File: src/rtl/bus_master_join.sv
// Initiator side of the broadcast slave-task bus: issues one command to all
// slave ports, joins on every enabled slave's completion, returns one merged response.
//
// state | meaning
// IDLE  | waiting for an upstream command, cmd_ready high
// ISSUE | one-cycle broadcast strobe, join bookkeeping initialised
// JOIN  | collecting done/hit/rdata from enabled slaves until all done or timeout
// RESP  | merged response held until rsp_ready
module bus_master_join #(
    parameter int N       = 4,
    parameter int AW      = 8,
    parameter int DW      = 8,
    parameter int TIMEOUT = 64
) (
    input  logic            clock,
    input  logic            reset,
    input  logic            cmd_valid,
    output logic            cmd_ready,
    input  logic            cmd_write,
    input  logic [AW-1:0]   cmd_addr,
    input  logic [DW-1:0]   cmd_wdata,
    output logic            rsp_valid,
    input  logic            rsp_ready,
    output logic [DW-1:0]   rsp_rdata,
    output logic [1:0]      rsp_err,
    input  logic [N-1:0]    slv_en,
    output logic            req,
    output logic            req_write,
    output logic [AW-1:0]   req_addr,
    output logic [DW-1:0]   req_wdata,
    input  logic [N-1:0]    slv_done,
    input  logic [N-1:0]    slv_hit,
    input  logic [N*DW-1:0] slv_rdata
);
    localparam int TW = $clog2(TIMEOUT);

    typedef enum logic [1:0] {IDLE, ISSUE, JOIN, RESP} state_t;

    state_t          state_q, state_d;
    logic [N-1:0]    pending_q, pending_d;
    logic [N-1:0]    hit_seen_q, hit_seen_d;
    logic [1:0]      hit_cnt_q, hit_cnt_d;
    logic [DW-1:0]   cap_q, cap_d;
    logic [TW-1:0]   timer_q, timer_d;
    logic            wr_q, wr_d;
    logic [AW-1:0]   addr_q, addr_d;
    logic [DW-1:0]   wdata_q, wdata_d;
    logic [DW-1:0]   rdata_q, rdata_d;
    logic [1:0]      err_q, err_d;
    logic            found;

    always_ff @(posedge clock) begin
        if (reset) begin
            state_q    <= IDLE;
            pending_q  <= '0;
            hit_seen_q <= '0;
            hit_cnt_q  <= '0;
            cap_q      <= '0;
            timer_q    <= '0;
            wr_q       <= 1'b0;
            addr_q     <= '0;
            wdata_q    <= '0;
            rdata_q    <= '0;
            err_q      <= '0;
        end else begin
            state_q    <= state_d;
            pending_q  <= pending_d;
            hit_seen_q <= hit_seen_d;
            hit_cnt_q  <= hit_cnt_d;
            cap_q      <= cap_d;
            timer_q    <= timer_d;
            wr_q       <= wr_d;
            addr_q     <= addr_d;
            wdata_q    <= wdata_d;
            rdata_q    <= rdata_d;
            err_q      <= err_d;
        end
    end

    always_comb begin
        state_d    = state_q;
        pending_d  = pending_q;
        hit_seen_d = hit_seen_q;
        hit_cnt_d  = hit_cnt_q;
        cap_d      = cap_q;
        timer_d    = timer_q;
        wr_d       = wr_q;
        addr_d     = addr_q;
        wdata_d    = wdata_q;
        rdata_d    = rdata_q;
        err_d      = err_q;
        found      = 1'b0;

        case (state_q)
            IDLE: begin
                if (cmd_valid) begin
                    wr_d    = cmd_write;
                    addr_d  = cmd_addr;
                    wdata_d = cmd_wdata;
                    state_d = ISSUE;
                end
            end
            ISSUE: begin
                pending_d  = slv_en;
                hit_seen_d = '0;
                hit_cnt_d  = '0;
                cap_d      = '0;
                timer_d    = TW'(TIMEOUT - 1);
                state_d    = JOIN;
            end
            JOIN: begin
                for (int i = 0; i < N; i++) begin
                    if (slv_done[i] && pending_q[i]) begin
                        pending_d[i] = 1'b0;
                        if (slv_hit[i]) begin
                            hit_seen_d[i] = 1'b1;
                            if (hit_cnt_d != 2'd2)
                                hit_cnt_d = hit_cnt_d + 2'd1;
                        end
                    end
                end
                // Only a newly arrived hit that is now the lowest index replaces the capture.
                for (int i = 0; i < N; i++) begin
                    if (!found && hit_seen_d[i]) begin
                        found = 1'b1;
                        if (!hit_seen_q[i])
                            cap_d = slv_rdata[i*DW +: DW];
                    end
                end
                if (pending_d == '0) begin
                    state_d = RESP;
                    rdata_d = wr_q ? '0 : cap_d;
                    if (hit_cnt_d == 2'd0)
                        err_d = 2'd1;
                    else if (hit_cnt_d == 2'd2)
                        err_d = 2'd2;
                    else
                        err_d = 2'd0;
                end else if (timer_q == '0) begin
                    state_d = RESP;
                    rdata_d = '0;
                    err_d   = 2'd3;
                end else begin
                    timer_d = timer_q - TW'(1);
                end
            end
            RESP: begin
                if (rsp_ready)
                    state_d = IDLE;
            end
            default: state_d = IDLE;
        endcase
    end

    assign cmd_ready = (state_q == IDLE)  && !reset;
    assign req       = (state_q == ISSUE) && !reset;
    assign rsp_valid = (state_q == RESP)  && !reset;
    assign rsp_rdata = rdata_q;
    assign rsp_err   = err_q;
    assign req_write = wr_q;
    assign req_addr  = addr_q;
    assign req_wdata = wdata_q;
endmodule

File: config.mk
export PLATFORM = sky130hd
export DESIGN_NAME = bus_master_join
export DESIGN_NICKNAME = d
export VERILOG_FILES = /design/src/rtl/bus_master_join.sv
export SDC_FILE = /design/constraint.sdc
export NUM_CORES = 1
export LEC_CHECK = 0
export CORE_MARGIN = 4
export CORE_UTILIZATION = 41
export DETAILED_ROUTE_END_ITERATION = 8
export PLACE_DENSITY_LB_ADDON = 0.2
export SLEW_MARGIN = 5
export SYNTH_ARGS = -nofsm -noshare
export SYNTH_HDL_FRONTEND = slang
export SYNTH_SLANG_ARGS = --single-unit
File: constraint.sdc
create_clock -name clock -period 2.25 [get_ports clock]
set_input_delay 0.45 -clock clock [delete_from_list [all_inputs] [get_ports clock]]
set_output_delay 0.45 -clock clock [all_outputs]
set_load 0.1 [all_outputs]
==> metrics.md, run 1 <==
| Metric | Value |
|---|---|
| Synth warn | 0 |
| H-tree levels | 2 |
| CP delay by family, top | simple AND/OR/NAND/NOR gates |
| Synth cell types | 43 |
| Vias | 2905 |
| # DRC | 0 |
| Worst setup path class | flip-flop to flip-flop |
| CP required | 2.47 ns |
| Total power | 0.00412 W |
| Crit path largest cell delay | 0.38 ns |
| Worst Setup End Kind | flip-flop |
| Initial antenna violation count | 0 |
| Initial Util | 0.425 |
| Worst-path maximum fanout | 5 |
| Die Y-Extent | 89.4 um |
| Vias per Instance | 5.38 |
| Post-synth net total | 411 |
| PwrDens | 990 nW/um^2 |
| Clk Latency, worst-skew pair | 0.31 ns |
| CP max-delay cell | or3_4 |
| Cells after Synth | 337 |
| Number of hold buffers added after cts | 0 |
| Standby leakage power | 1.71 nW |
| Register area | 1060 um^2 |
| Num Clock Sinks | 53 |
| Max-cap viol count | 0 |
| CP bufs+invs | 1 |
| HP Class | flip-flop to flip-flop |
| CTS buffer count | 5 |
| Worst Setup Start Kind | flip-flop |
| RSZ-0062 raised after global routing | true |
| Final period util | 0.988 |
| Largest net degree at the start of global routing | 19 |
| Post-DP HPWL | 6230 um |
| Commonest non-fill, non-tap cells in the layout | buf_4, clkdlybuf4s50_1, nand2_1 |
| Layout cells sized above 1 | 0.242 |
| CTS tree | built |
| Clk pin slew, worst setup/hold paths | 0.10 ns |
| Maximum vdd drop | 0.801 mV |
| Slew @ Worst Pin | 0.575 ns |
| Worst-path cell chain | and3_4 > mux2i_4 > a221oi_2 > or3_4 > inv_2 > ha_4 > mux2_4 > a2111oi_4 |
| DR iter-0 viols | 138 |
| Flops & latches, synth | 53 |
| Rel. slew slack | 0.616 |
| Num ports | 95 |
| Vias in the first global route | 3001 |
| IO Port Bufs | 94 |
| Die outline width | 89.4 um |
| Status | finished clean |
| Worst Path Arrival | 2.44 ns |
| Fin nets | 536 |
| Post-synth ARST share | 0 |
| GRT Total Usage | 0.209 |
| Number of flops mapped to enable cells by yosys | 0 |
| Multi-input logic area | 1610 um^2 |
| Fin Hold WS | 0.461 ns |
| Die area | 7990 um^2 |
| Wire length per cell | 15.3 um |
| Register area share after synthesis | 0.391 |
| Core ar. | 6390 um^2 |
| Clock root cell | clkbuf_8 |
| Ranking of synthesized cells by area | dfxtp_1, nand2_1, a21oi_1 |
| Final setup vio count | 0 |
| GPL Wtd Cong | 0.795 |
| Synthesized cell area | 2720 um^2 |
| Grt total ovfl | 0 |
| Area grow syn2layout | 53.2% |
| Max Slew Vio Count | 0 |
| Global-route wire length before repair | 13300 um |
| Final ANT Viol Nets | 0 |
| Final hold viol count | 0 |
| Fmax | 450 MHz |
| Antenna cells | 0 |
| Synthesized area per cell | 8.06 um^2 |
| Synth top area share | 0.391 |
| Row count | 29 |
| Fin crit period | 2.22 ns |
| Cell taking the most area after synthesis | dfxtp_1 |
| Setup Skew | 0.00706 ns |
| Main synth FF type | dfxtp_1 |
| Commonest non-fill, non-tap cell in the layout | buf_4 |
| Fill cells | 548 |
| Wirelength, routed | 8280 um |
| Clock Path Buffers | 2 |
| Setup slack, reg-to-reg | 0.03 ns |
| Initial DRT Pass Iterations | 4 |
[timing repair]
action	4_1_cts	5_1_grt
setup buffers	3	0
endpoints found under the setup margin	7	4
pin swaps	7	3
gates resized for setup	24	11
[state kept, by name, summed over array words and instances (netlist names)]
| register | flops |
|---|---|
| cap_q | 8 |
| hit_cnt_q | 2 |
| hit_seen_q | 4 |
| pending_q | 4 |
| req_addr | 8 |
| req_wdata | 8 |
| req_write | 1 |
| rsp_err | 2 |
| rsp_rdata | 8 |
| state_q | 2 |
| timer_q | 6 |
[through the flow]
| step | cells | area [um^2] | worst slack [ns] | util | setup TNS [ns] |
|---|---|---|---|---|---|
| final | 540 | 4160 | 0.0279 | 0.651 | 0 |
| after CTS | 540 | 4140 | 0.00190 | 0.648 | 0 |
| after detailed placement | 529 | 3950 | -0.686 | 0.619 | -7.45 |
| after global routing | 540 | 4160 | -0.0409 | 0.651 | -0.0734 |
| after floorplan | 337 | 2720 | -0.307 | - | -0.843 |
| after global placement | 529 | 3950 | -0.612 | 0.619 | -6.08 |
[tightest hold or removal path, delay by kind of cell (launching register included)]
family / cells / cell delay, ns
AOI/OAI and AO/OA: 1 / 0.05
DFF: 1 / 0.32
and+or+nand+nor: 1 / 0.05
[final timing paths]
| path | startpoint | endpoint | depth (start not counted) |
|---|---|---|---|
| min | req_addr[6]$_SDFFE_PP0P_ | req_addr[6]$_SDFFE_PP0P_ | 2 |
| max reg2reg | pending_q[0]$_SDFFE_PP0P_ | rsp_err[0]$_SDFFE_PP0P_ | 8 |
| min reg2reg | req_addr[6]$_SDFFE_PP0P_ | req_addr[6]$_SDFFE_PP0P_ | 2 |
| max | pending_q[0]$_SDFFE_PP0P_ | rsp_err[0]$_SDFFE_PP0P_ | 8 |
[layer usage]
| metal | GRT usage | wire length (um) | vias to the layer above |
|---|---|---|---|
| met5 | 0 | 0 | - |
| met4 | 0.0663 | 155 | 0 |
| met3 | 0.0581 | 463 | 16 |
| met2 | 0.380 | 4320 | 77 |
| met1 | 0.235 | 3340 | 1364 |
| li1 | - | - | 1448 |
[cell type report]
| type | instances | area share |
|---|---|---|
| flip-flops and latches | 53 | 0.256 |
| multi-input cells | 248 | 0.387 |
| repair buffers | 138 | 0.296 |
| clock buffers | 6 | 0.0199 |
| inverters | 16 | 0.0144 |
| well taps | 77 | 0.0232 |
| clock inverters | 2 | 0.00331 |
[cell families (layout without fill, tap and decap cells)]
family / Yosys count / after routing / synth area share
muxes: 15 / 15 / 0.0590
DFF: 53 / 53 / 0.391
buffers and inverters: 36 / 162 / 0.0535
and+or+nand+nor: 134 / 134 / 0.220
AOI/OAI and AO/OA: 87 / 87 / 0.226
adders and majority gates: 9 / 9 / 0.0415
xor gates and xnor gates: 3 / 3 / 0.00968
[cell usage after synthesis (all sizes together), types with 4 or more instances]
cell type	count
buf	4
o32ai	9
nand2	53
nand3	16
dfxtp	53
nor3	7
o31ai	9
o21ai	15
nor2	36
clkbuf	16
and3	5
a22oi	4
nor2b	4
inv	16
a21oi	29
a221oi	9
mux2i	13
ha	9
[power by group]
group / internal, W / switching [W] / total [W] / leakage, nW
Sequential: 0.00111 / 0.000127 / 0.00124 / 0.434
Clock: 0.000250 / 0.000322 / 0.000572 / 0.0512
Combinational: 0.000805 / 0.00150 / 0.00231 / 1.23
Total: 0.00217 / 0.00195 / 0.00412 / 1.71
Note: power is estimated with default switching activity, not from simulation.
==> run 2: changes to the inputs <==
CTS_CLUSTER_SIZE = 12   (was unset)
==> results of run 2 <==
No change in the layout: final DEF, timing and power equal those of run 1.
